## src/rtl/game_sequencer.sv

```systemverilog
// game_sequencer: one guessing-game round sequencer, from master load to win/lose, with one credit per game
module game_sequencer #(
  parameter int MAX_ROUNDS = 8
) (
  input  logic       CLOCK_50,
  input  logic       reset,
  input  logic       LoadMaster,
  input  logic       StartGame,
  input  logic       GradeIt,
  input  logic       creditAvail,
  input  logic       guessCorrect,
  output logic       masterLoaded,
  output logic       consumeGame,
  output logic [3:0] RoundNumber,
  output logic       inPlay,
  output logic       GameWon,
  output logic       GameOver
);
  localparam logic [2:0] IDLE    = 3'd0;
  localparam logic [2:0] LOADED  = 3'd1;
  localparam logic [2:0] CONSUME = 3'd2;
  localparam logic [2:0] PLAY    = 3'd3;
  localparam logic [2:0] GRADE   = 3'd4;
  localparam logic [2:0] WON     = 3'd5;
  localparam logic [2:0] LOST    = 3'd6;
  localparam logic [3:0] MAXR    = 4'(MAX_ROUNDS);

  logic [2:0] state_q, state_d;
  logic [2:0] prev_q;
  logic [3:0] round_q, round_d;
  logic       correct_q, correct_d;
  logic       load_e, start_e, grade_e;

  // prev registers reset high so a level already asserted at reset release is not an edge
  assign {load_e, start_e, grade_e} = {LoadMaster, StartGame, GradeIt} & ~prev_q;

  // next-state: each state only looks at the one edge it cares about, others are dropped
  always_comb begin
    state_d   = state_q;
    round_d   = round_q;
    correct_d = correct_q;
    case (state_q)
      IDLE:    state_d = load_e ? LOADED : IDLE;
      LOADED: if (start_e && creditAvail) begin
        state_d = CONSUME;
        round_d = 4'd1;
      end
      CONSUME: state_d = PLAY;
      PLAY: if (grade_e) begin
        state_d   = GRADE;
        correct_d = guessCorrect;
      end
      GRADE: if (correct_q) state_d = WON;
      else if (round_q >= MAXR) state_d = LOST;
      else begin
        state_d = PLAY;
        round_d = round_q + 4'd1;
      end
      WON, LOST: if (start_e) begin
        state_d = IDLE;
        round_d = 4'd0;
      end
      default: begin
        state_d   = IDLE;
        round_d   = 4'd0;
        correct_d = 1'b0;
      end
    endcase
  end

  // state, round and edge-history registers
  always_ff @(posedge CLOCK_50 or posedge reset) begin
    if (reset) begin
      state_q   <= IDLE;
      round_q   <= 4'd0;
      correct_q <= 1'b0;
      prev_q    <= 3'b111;
    end else begin
      state_q   <= state_d;
      round_q   <= round_d;
      correct_q <= correct_d;
      prev_q    <= {LoadMaster, StartGame, GradeIt};
    end
  end

  // outputs decode only registered state; an illegal encoding reads as all-zero
  assign masterLoaded = state_q inside {LOADED, CONSUME, PLAY, GRADE, WON, LOST};
  assign consumeGame  = state_q == CONSUME;
  assign RoundNumber  = masterLoaded ? round_q : 4'd0;
  assign inPlay       = state_q inside {PLAY, GRADE};
  assign GameWon      = state_q == WON;
  assign GameOver     = state_q inside {WON, LOST};
endmodule

```

## config.mk

```make
export PLATFORM = sky130hd
export DESIGN_NAME = game_sequencer
export DESIGN_NICKNAME = d
export VERILOG_FILES = /design/src/rtl/game_sequencer.sv
export SDC_FILE = /design/constraint.sdc
export NUM_CORES = 1
export LEC_CHECK = 0
export BUFFER_PORTS_ARGS = -buffer_cell sky130_fd_sc_hd__buf_2
export CORE_MARGIN = 3
export CORE_UTILIZATION = 43
export DETAILED_ROUTE_END_ITERATION = 8
export PLACE_DENSITY = 0.63
export SYNTH_ARGS = -nofsm -noshare
export SYNTH_HDL_FRONTEND = slang
export SYNTH_SLANG_ARGS = --single-unit
```

## constraint.sdc

```tcl
create_clock -name CLOCK_50 -period 2.4 [get_ports CLOCK_50]
set_input_delay 0.48 -clock CLOCK_50 [delete_from_list [all_inputs] [get_ports CLOCK_50]]
set_output_delay 0.48 -clock CLOCK_50 [all_outputs]
set_load 0.02 [all_outputs]
```

==> reports/summary.txt <==
grt ovf = 0
Worst slew margin = 66.4%
dpl hpwl = 1.12 mm
CP startpoint = state_q[0]
wire per inst = 13.1 um
clock-pin slew on the worst setup and hold paths = 70 ps
clock root cell = clkbuf_4
ANT cells = 0
GR Util All Layers = 15.7%
DP Cell Count = 113
Mapped Avg Cell Area = 8.48 um^2
number of placement rows = 14
Worst Max-Slew Pin Slew = 504 ps
post-synthesis register bit count = 11
share of post-route cells with drive strength above 1 = 25.7%
Vias = 675
drt total wl = 1.54 mm
final hold vios = 0
R2R Path Start = state_q[1]
antenna-violating nets left = 0
Finished Cell Area = 828 um^2
Reg2Reg Depth = 4
Ys Warns = 0
CP required = 1920 ps
post-CTS setup buffer count = 0
worst hold path type = primary input to async pin
R2R Setup Slk = 780 ps
die span in x = 47.2 um
final worst-path cycle share = 91.0%
Mapped Cells = 86
Max-Cap Viols = 0
DRC Markers = 0
port bufs = 15
cell area power density = 1170 nW/um^2
I/O Pins = 16
first-pass GRT wire length = 2.46 mm
peak supply drop = 548 uV
cts hold-fix bufs = 0
GPL Wtd Cong = 0.827
DR iter-0 viols = 12
RSZ-0062 raised after global routing = false
Worst R2R End = round_q[3]
outcome = finished clean
cts repair resizes = 0
clk_lat worst skew = 270 ps
Yosys cell types = 35
critical path endpoint category = output port
CP endpoint = RoundNumber[2]
Layout Cells excl Fill = 117
CP max FO = 17
Critical Path AT = 1700 ps
worst path cell trace = nor3_1 -> nor2_1 -> and2_1 -> buf_2
Crit-path slowest cell = dfrtp_1
Mapped Area = 729 um^2
Initial Util = 46.8%
Max Slew Vio Count = 0
clock skew = 5.02 ps
core area = 1560 um^2
Setup crit start kind = register
CTS tree = yes
fillers = 153
largest net degree at the start of global routing = 19
post-route setup TNS = 0 ps
Via-to-Cell Ratio = 5.77
minimum clock period = 2180 ps
Post-synth EDFFs = 0
leakage = 0.391 nW
sequential share of the synthesized area = 38.3%
nets = 111
area added between synthesis and finish = 13.6%
fmax = 0.458 GHz
Synth async-reset ratio = 100%
die area = 2230 um^2
H-tree depth = 1
Synth Flop Type = dfrtp_1
placed cell areas = 802 um^2
TritonCTS buffer count = 3
number of global-route vias before repair = 560
Setup CP Type = register to output port
DR pass1 iterations = 4
initial antenna violation count = 0
Sink Count = 11
syn_nets = 95
Die Ht = 47.2 um
Finish-stage setup viols = 0
slowest stage delay, CP = 560 ps
clk buf depth = 2
[state kept, by name, indices dropped and copies added (netlist names)]
signal / count
correct_q: 1
prev_q: 3
round_q: 4
state_q: 3
[layer usage]
metal	global-route usage [%]	up-vias	wire [um]
met2	21.7	16	682
met3	2.30	4	67
met5	0	-	0
met1	22.2	314	762
met4	10.5	0	23
li1	-	341	-
[critical path: cells and delay by family, from the launching register on]
family | cells | cell delay [ps]
buffers and inverters | 1 | 150
DFF | 1 | 560
and+or+nand+nor | 3 | 720
[power by group]
group / internal [mW] / total (mW) / switching (mW)
Sequential: 0.242 / 0.376 / 0.135
Clock: 0.0643 / 0.128 / 0.0632
Combinational: 0.193 / 0.464 / 0.271
[cell usage in the layout (no fill, tap or decap), drive strengths merged, types with 3 or more instances in the layout]
master,n
buf,16
nand2,9
dfrtp,8
o21ai,8
nor2,7
nor3,6
inv,6
a31oi,4
clkbuf,4
and2,3
dfstp,3
[logic make-up (layout without fill, tap and decap cells)]
group	count (synthesis)	in the layout	share of synthesized area [%]
adders and majority gates	2	2	3.43
DFF	11	11	38.3
buffers and inverters	11	26	7.20
and+or+nand+nor	36	36	25.9
xor gates and xnor gates	1	1	1.20
AOI/OAI and AO/OA	25	25	24.0
[area by class of cell]
| type | count | area, um^2 | share of cell area [%] |
|---|---|---|---|
| Multi-Input combinational cell | 64 | 398 | 48.0 |
| Tap cell | 16 | 20.0 | 2.42 |
| Clock buffer | 4 | 26.3 | 3.17 |
| Inverter | 6 | 22.5 | 2.72 |
| Sequential cell | 11 | 279 | 33.7 |
| Timing Repair Buffer | 16 | 82.6 | 9.97 |
[worst min-delay path by stage]
stage,endpoint,cells after the start,slack [ps],start
final,state_q[0],2,190,reset
after global routing,state_q[2],2,230,reset
after CTS,state_q[0],2,200,reset
after detailed placement,correct_q,2,500,reset
after global placement,correct_q,2,490,reset
after floorplan,correct_q,1,330,reset
[cells in the mapped netlist (2+ instances only)]
master    number  area, um^2
nand2_1        9        33.8
dfrtp_1        8         200
nor2_1         7        26.3
nor3_1         6        30.0
inv_1          5        18.8
a31oi_1        4        25.0
o21ai_1        4        20.0
and2_1         3        18.8
buf_2          3        15.0
dfstp_2        3        78.8
o21ai_0        3        15.0
a211oi_1       2        15.0
a21oi_1        2        10.0
a32o_1         2        20.0
and3_1         2        12.5
ha_1           2        25.0
nor2b_1        2        12.5
o22ai_1        2        12.5
[through the flow]
stage	worst slack, ps	util [%]	total power, mW	hold slack, ps
after floorplan	617	-	0.736	330
after global placement	608	51.4	0.833	494
after detailed placement	547	51.4	0.840	498
after CTS	238	53.1	0.971	202
after global routing	105	53.1	1.05	225
final	215	53.1	0.968	194
No activity file was read; power rests on OpenSTA's default activity.
